`src/rtl/f2i_pkg.sv`:
```
// Shared types and constants for the float-to-int conversion slice.
package f2i_pkg;

    localparam int unsigned F32_BIAS   = 127;
    localparam int unsigned F32_MANT_W = 23;
    localparam logic [31:0] I32_MAX    = 32'h7FFFFFFF;
    localparam logic [31:0] I32_MIN    = 32'h80000000;

    // IEEE-754 single-precision operand layout.
    typedef struct packed {
        logic        sign;
        logic [7:0]  exp;
        logic [22:0] mant;
    } f32_t;

endpackage

```
`src/rtl/f2i_core.sv`:
```
// Combinational single-precision float to int32 conversion, truncating toward zero.
// Ports:
//   op     - IEEE-754 single-precision operand
//   result - signed int32 result, saturated on overflow/Inf/NaN
//   ovf    - saturation occurred
module f2i_core
    import f2i_pkg::*;
(
    input  f32_t        op,
    output logic [31:0] result,
    output logic        ovf
);

    localparam logic signed [8:0] BIAS_S9   = 9'(F32_BIAS);
    localparam logic [7:0]        SHIFT_REF = 8'(F32_BIAS + F32_MANT_W);

    logic signed [8:0] exp_unb;
    logic [31:0]       mant_full;
    logic [31:0]       mag;

    // Unbiased exponent is formed signed so small exponents go negative instead of wrapping.
    always_comb begin
        exp_unb   = $signed({1'b0, op.exp}) - BIAS_S9;
        mant_full = {8'b0, 1'b1, op.mant};
        mag       = '0;
        result    = '0;
        ovf       = 1'b0;
        if (op.exp == 8'd0) begin
            result = '0;
        end else if (exp_unb < 9'sd0) begin
            result = '0;
        end else if (exp_unb > 9'sd30) begin
            ovf    = 1'b1;
            result = op.sign ? I32_MIN : I32_MAX;
        end else begin
            if (op.exp > SHIFT_REF) begin
                mag = mant_full << (op.exp - SHIFT_REF);
            end else begin
                mag = mant_full >> (SHIFT_REF - op.exp);
            end
            result = op.sign ? (~mag + 32'd1) : mag;
        end
    end

endmodule

```
`src/rtl/float_to_int_arbiter.sv`:
```
// Round-robin arbiter sharing one float-to-int converter among NUM_REQ requesters.
// Ports:
//   clk, reset            - clock, synchronous active-high reset
//   req_valid/req_ready   - per-requester handshake (one-hot ready)
//   req_data              - packed operands, requester i at [32*i +: 32]
//   rsp_valid/rsp_ready   - response handshake
//   rsp_data, rsp_id      - int32 result and originating requester index
//   rsp_ovf               - result was saturated
module float_to_int_arbiter
    import f2i_pkg::*;
#(
    parameter int unsigned NUM_REQ = 4,
    parameter int unsigned ID_W    = $clog2(NUM_REQ)
) (
    input  logic                    clk,
    input  logic                    reset,
    input  logic [NUM_REQ-1:0]      req_valid,
    output logic [NUM_REQ-1:0]      req_ready,
    input  logic [32*NUM_REQ-1:0]   req_data,
    output logic                    rsp_valid,
    input  logic                    rsp_ready,
    output logic [31:0]             rsp_data,
    output logic [ID_W-1:0]         rsp_id,
    output logic                    rsp_ovf
);

    logic [ID_W-1:0] rr_ptr;
    logic [ID_W-1:0] grant;
    logic            grant_found;
    logic            load;
    logic            accept;
    logic [ID_W-1:0] grant_next_ptr;
    f32_t            grant_op;
    logic [31:0]     conv_result;
    logic            conv_ovf;

    assign load = !rsp_valid || rsp_ready;

    // First valid requester searching upward from rr_ptr, wrapping.
    always_comb begin
        int unsigned idx;
        grant       = '0;
        grant_found = 1'b0;
        idx         = 0;
        for (int unsigned k = 0; k < NUM_REQ; k++) begin
            idx = int'(rr_ptr) + k;
            if (idx >= NUM_REQ) begin
                idx = idx - NUM_REQ;
            end
            if (!grant_found && req_valid[idx]) begin
                grant_found = 1'b1;
                grant       = ID_W'(idx);
            end
        end
    end

    // Ready is suppressed while reset is asserted so nothing is consumed then.
    always_comb begin
        req_ready = '0;
        if (grant_found && !reset) begin
            req_ready[grant] = load;
        end
    end

    assign accept         = grant_found && load && !reset;
    assign grant_op       = f32_t'(req_data[32*grant +: 32]);
    assign grant_next_ptr = (32'(grant) == NUM_REQ - 1) ? '0 : ID_W'(grant + 1'b1);

    f2i_core u_core (
        .op     (grant_op),
        .result (conv_result),
        .ovf    (conv_ovf)
    );

    // Output slot and round-robin pointer.
    always_ff @(posedge clk) begin
        if (reset) begin
            rsp_valid <= 1'b0;
            rsp_data  <= '0;
            rsp_id    <= '0;
            rsp_ovf   <= 1'b0;
            rr_ptr    <= '0;
        end else if (accept) begin
            rsp_valid <= 1'b1;
            rsp_data  <= conv_result;
            rsp_id    <= grant;
            rsp_ovf   <= conv_ovf;
            rr_ptr    <= grant_next_ptr;
        end else if (rsp_valid && rsp_ready) begin
            rsp_valid <= 1'b0;
        end
    end

endmodule

```
`config.mk`:
```
export PLATFORM = sky130hd
export DESIGN_NAME = float_to_int_arbiter
export DESIGN_NICKNAME = d
export VERILOG_FILES = /design/src/rtl/f2i_pkg.sv /design/src/rtl/f2i_core.sv /design/src/rtl/float_to_int_arbiter.sv
export SDC_FILE = /design/constraint.sdc
export NUM_CORES = 1
export LEC_CHECK = 0
export CAP_MARGIN = 20
export CORE_UTILIZATION = 48
export CTS_BUF_LIST = sky130_fd_sc_hd__clkbuf_4 sky130_fd_sc_hd__clkbuf_8
export DETAILED_ROUTE_END_ITERATION = 12
export GPL_ROUTABILITY_DRIVEN = 1
export PLACE_DENSITY = 0.87
export SYNTH_ARGS = -nofsm -noshare
export SYNTH_HDL_FRONTEND = slang
export SYNTH_SLANG_ARGS = --single-unit
```
`constraint.sdc`:
```
create_clock -name clk -period 8.56 [get_ports clk]
set_input_delay 2.568 -clock clk [delete_from_list [all_inputs] [get_ports clk]]
set_output_delay 2.568 -clock clk [all_outputs]
set_load 0.02 [all_outputs]
```
# [Yosys cells after proc, flatten, opt, wreduce, memory -nomap -nowiden]
# Index checks and enable logic that the tools add are counted.
[op_classes] shift=3 addsub=12 mux=38 n_lt_le_gt_ge=13 eq_ne=1 bitwise_logic=2 n_reduce_logical=16
[ops] op="32-bit 2-to-1 mux" count=13
[ops] op="32-bit by 3-bit less-than comparator with 1-bit output (second input constant)" count=4
[ops] op="128-bit by 8-bit variable part select with 32-bit output" count=1
[ops] op="32-bit by 1-bit adder with 32-bit output (second input constant)" count=1
[ops] op="32-bit NOT" count=1
[ops] op="24-bit by 8-bit left shift with 32-bit output" count=1
[ops] op="24-bit by 8-bit >> shifter with 32-bit output" count=1
[ops] op="1-bit 2-to-1 mux" count=14
[ops] op="3-bit by 3-bit subtractor with 4-bit output (second input constant)" count=3
[ops] op="2-bit 2-to-1 mux" count=5
[ops] op="3-bit >= comparator (second input constant)" count=3
[ops] op="9-bit by 6-bit > comparator with 1-bit output (second input constant)" count=1
[ops] op="9-bit by 1-bit less-than comparator with 1-bit output (second input constant)" count=1
[ops] op="8-bit by 7-bit subtractor with 9-bit output (second input constant)" count=1
[ops] op="1-bit binary-select mux with 2-bit select" count=4
[ops] op="8-bit > comparator (second input constant)" count=1
[ops] op="1-bit logical AND" count=8
[ops] op="8-bit zero test" count=1
[ops] op="8-bit subtractor (first input constant)" count=1
[ops] op="8-bit subtractor (second input constant)" count=1
[ops] op="2-bit by 2-bit adder with 3-bit output (second input constant)" count=2
[ops] op="1-bit zero test" count=5
[ops] op="4-bit bitwise AND" count=1
[ops] op="4-bit 2-to-1 mux" count=1
[ops] op="10 further kinds" count=10
[word_totals] input_bits=135 output_inout_bits=40 wordCells=90 reg_bits=38

# [Longest topological paths before layout]
[depth] depth_word=27 mapped_depth=27

# [Hierarchy]
# A second synthesis with hierarchy kept.
[unflattened] cells_unflattened=987 area_unflattened_um2=7853.8
[modules_own_cells] mod="f2i_core" seq_area_each_um2=0.0 cells_per_inst=696 area_per_inst_um2=5301.3 n_inst=1
[modules_own_cells] mod="float_to_int_arbiter" seq_area_each_um2=760.7 cells_per_inst=291 area_per_inst_um2=2552.4 n_inst=1

# [Worst setup path before layout]
# OpenSTA, ideal clock, no wires.
[synth_path] path_kind="input to register" start="input port req_valid[1]" end="register rsp_data[22]" path_stages=25 setup_slack_ns=0.425 required_time_ns=8.457 path_buffers=4 t_arrival_ns=8.032 cell_sequence="and2b_4 a221oi_4 buf_6 o21ai_0 nand3_1 nand2_1 inv_2 buf_2 buf_1 ha_1 clkinv_1 and4_1 or4_1 clkbuf_1 a2111oi_0 a211oi_1 o31ai_1 o211ai_1 inv_1 ha_1 inv_1 nor3_2 nand3_1 o31a_1 a2111oi_2"
[synth_between] elab_chain_cells=25
[synth_rtl] element="start: declaration" line="float_to_int_arbiter.sv:17" source="input logic [NUM_REQ-1:0] req_valid,"
[synth_rtl] element="1-bit binary-select mux with 2-bit select" line="float_to_int_arbiter.sv:50" source="if (!grant_found && req_valid[idx]) begin"
[synth_rtl] element="1-bit 2-to-1 mux (implied by the code)" line="float_to_int_arbiter.sv:50"
[synth_rtl] element="1-bit 2-to-1 mux" line="float_to_int_arbiter.sv:50"
[synth_rtl] element="1-bit zero test" line="float_to_int_arbiter.sv:50"
[synth_rtl] element="1-bit logical AND" line="float_to_int_arbiter.sv:50"
[synth_rtl] element="1-bit 2-to-1 mux" line="float_to_int_arbiter.sv:50"
[synth_rtl] element="1-bit zero test" line="float_to_int_arbiter.sv:50"
[synth_rtl] element="1-bit logical AND" line="float_to_int_arbiter.sv:50"
[synth_rtl] element="[9 not listed]"
[synth_rtl] element="32-bit 2-to-1 mux" line="f2i_core.sv:30" source="end else if (exp_unb < 9'sd0) begin"
[synth_rtl] element="32-bit 2-to-1 mux" line="f2i_core.sv:28" source="if (op.exp == 8'd0) begin"
[synth_rtl] element="32-bit NOT" line="f2i_core.sv:41" source="result = op.sign ? (~mag + 32'd1) : mag;"
[synth_rtl] element="32-bit by 1-bit adder with 32-bit output" line="f2i_core.sv:41"
[synth_rtl] element="32-bit 2-to-1 mux" line="f2i_core.sv:41"
[synth_rtl] element="32-bit 2-to-1 mux" line="f2i_core.sv:32" source="end else if (exp_unb > 9'sd30) begin"
[synth_rtl] element="32-bit 2-to-1 mux" line="f2i_core.sv:30"
[synth_rtl] element="32-bit 2-to-1 mux" line="f2i_core.sv:28"
[synth_rtl] element="end signal: assignment" line="float_to_int_arbiter.sv:85" source="rsp_data <= conv_result;"
[synth_rtl] element="end: declaration" line="float_to_int_arbiter.sv:22" source="output logic [31:0] rsp_data,"
# Several ways; a longest one is shown, not always the timed one. The select of a mux whose other input is x is not followed.
# A chain may end at the register's enable or synchronous reset.

# [Worst setup path after layout]
[layout_path] start="input port req_valid[1]" end="register rsp_data[20]"
# The elaborated chain is that of the path after synthesis.

==> run metrics <==
worst slew pin tran=0.9206 ns; Mean Syn Cell Area=6.914 um2; vias in the first global route=9,378; synth warn=0; delay-heaviest family, CP=simple AND/OR/NAND/NOR gates; fin area=9950 um2; Clock Latency Late Sink=0.30 ns; clk_skew=0.005713 ns; switch share=58.61%; EDFF count, synth=0; Yosys top cell area share=9.728%; worst path cell trace=clkdlybuf4s50_1, and2b_4, nor2b_1, nor2_4, inv_1, and3_1, nor2_4, ha_1, clkinv_1, a211oi_1, a211o_1, nor4_1, a21oi_2, a211oi_2, buf_4, nand2_1, o22ai_1, nor4b_4, nand4_2, o21ai_2, nor2_1, a2111oi_1; Via-to-Cell Ratio=6.889; post-synth cell types=97; drt wl/cell=22.53 um; register bit count reported by yosys=38; final cycle utilization of the critical path=95.45%; Synth area leader=dfxtp_1; placed cells=1,483; total congestion overflow=0; CP Data Arrival Time=8.35 ns; Post-Syn Instances=1,131; sequential share of power=6.7%; final setup vio count=0; CP max stage cell=nor4b_4; share of power burned in combinational logic=89.6%; Initial DRT Pass Iterations=8; Clock Path Buffers=2; Die W=129.6 um; core footprint=15,890 um2; PortBufs=174; Sw Pwr=1.996 mW; Nets=1,420; dpl cell area=9839 um2; initial antenna violation count=0; Int Pwr=1.410 mW; Achievable Freq=122.4 MHz; Buf/Inv on CP=4; CTS root buf=clkbuf_8; share of cells above drive strength 1=11.76%; DR DRC count=0; syn_nets=1,275; final antenna-violating net count=0; number of buffers created by CTS=5; H-tree depth=2; Cell Rows=46; worst-path maximum fanout=13; register area=760.7 um2; Clock Power Share=3.7%; Worst Hold Class=register to register; Detailed Place HPWL=26.69 mm; Worst-path clk slew=0.07 ns; status=finished clean; fin cells=1,491; final wirelength=33.60 mm; die area=16,810 um2; GRT Util Overall=39.82%; critical path endpoint category=register; Max rail drop VDD=0.1528 mV; DRT iter0 DRCs=1,090; Cell Area, Synth=7820 um2; starting density of the core=49.23%; fraction of registers with async set or reset after synthesis=0%; pin count of the biggest net entering global routing=51; Power Dens Cells=342.3 nW/um2; first-pass GRT wire length=52.36 mm; Max-Cap Viols=0; GPL Wtd Cong=1.055; most frequent cells in the layout=clkdlybuf4s50_1 (174), nand2_1 (126), nand3_1 (104); via count=10,270; CTS tree=done; max-slew violation count=0; Crit path largest cell delay=0.59 ns; CP most frequent cell=nor2_4; fraction of the yosys area taken by sequential cells=9.728%; Hold Fails Final Rpt=0; relative slew slack=37.66%; worst setup path class=primary input to register; CTS sink cnt=38; RSZ-0062 raised after global routing=true; DIE HEIGHT=129.6 um; FILL cells=1,467; fin crit period=8.170 ns; commonest non-fill, non-tap cell in the layout=clkdlybuf4s50_1; Worst setup SP type=primary input; number of post-CTS setup repair buffers=0; Main synth FF type=dfxtp_1; Area Overhead vs Synth=27.23%; Leakage=3.717 nW; # IOs=175; number of diodes=0; area of the multi-input gates=6580 um2; CP required=8.74 ns; synth top area cells=dfxtp_1 (9.7%), nand3_1 (6.7%), mux2i_1 (6.4%)
-- timing repair --
action	CTS	global route
endpoints found under the setup margin	0	12
resized for setup	0	1
hold buffers	0	0
-- synth_stat cells, types with 11 or more instances --
master / n
clkbuf_1: 54
a21oi_1: 81
buf_2: 28
o31ai_1: 15
o22ai_1: 16
and3_1: 27
xnor2_1: 17
mux4_2: 15
a31o_2: 14
o21ai_0: 100
a31oi_1: 17
nand4_1: 16
dfxtp_1: 38
a211oi_1: 39
nor2_1: 65
o211ai_1: 25
nor3_1: 33
nand3_1: 104
a22oi_1: 11
mux2i_1: 50
nand2_1: 126
-- state kept, by name (all words and copies together) (netlist names) --
| signal | flops |
|---|---|
| rsp_id | 2 |
| rsp_data | 32 |
| rr_ptr | 2 |
| rsp_valid | 1 |
| rsp_ovf | 1 |
-- metrics by stage --
stage	hold WS, ns	setup TNS (ns)	total power, mW	util, %	worst slack [ns]
6_report	0.4442	0	3.406	62.63	0.3896
5_1_grt	0.4686	-0.2793	3.597	62.63	-0.08501
4_1_cts	0.4467	0	3.290	62.46	0.4262
3_5_place_dp	0.4379	0	3.155	61.94	0.1665
3_3_place_gp	0.4307	0	3.129	61.94	0.3449
2_1_floorplan	0.5140	0	2.306	-	0.4251
-- worst paths after layout --
kind | start | endpoint | slack [ns] | depth (start not counted)
setup reg to reg | rr_ptr[1] | rsp_data[20] | 2.84 | 21
setup / recovery | req_valid[1] | rsp_data[20] | 0.39 | 22
hold reg to reg | rsp_data[7] | rsp_data[7] | 0.44 | 2
hold / removal | rsp_data[7] | rsp_data[7] | 0.44 | 2
-- tightest hold or removal path, stage by stage (launching register included) --
cell     delay [ns]
dfxtp_1        0.32
nand2_1        0.05
nand2_1        0.04
-- kinds of logic after synthesis --
group	count (synthesis)	share of synthesized area (%)
mux	72	11.73
buf+inv	110	6.400
fa+ha+maj	9	1.440
xor+xnor	30	3.648
compound gates	431	38.29
simple gates	441	28.77
flops	38	9.728
-- final cells by class --
type                       instances  area share (%)
tap                              216           2.716
sequential                        38           7.646
inverter                          14          0.5282
multi-input combinational        983           66.13
clock buffer                       6          0.8300
timing repair buffer             234           22.15
-- power groups by stage --
| stage | clock (mW) | combinational (mW) | sequential [mW] |
|---|---|---|---|
| after global placement | 0 | 2.90 | 0.230 |
| final | 0.125 | 3.05 | 0.229 |
| after CTS | 0.124 | 2.94 | 0.229 |
| after floorplan | 0 | 2.04 | 0.264 |
| after detailed placement | 0 | 2.92 | 0.233 |
| after global routing | 0.130 | 3.23 | 0.233 |
-- layer usage --
| layer | part of all wire (%) | wire length (um) | global-route usage, % | up-vias |
|---|---|---|---|---|
| met5 | 0 | 0 | 0 | - |
| met3 | 9.2 | 3092 | 5.533 | 132 |
| met4 | 6.0 | 2002 | 23.12 | 0 |
| met2 | 46 | 15410 | 64.52 | 687 |
| li1 | - | - | - | 4704 |
| met1 | 39 | 13090 | 50.49 | 4748 |
Power figures use the tool's default switching activity.
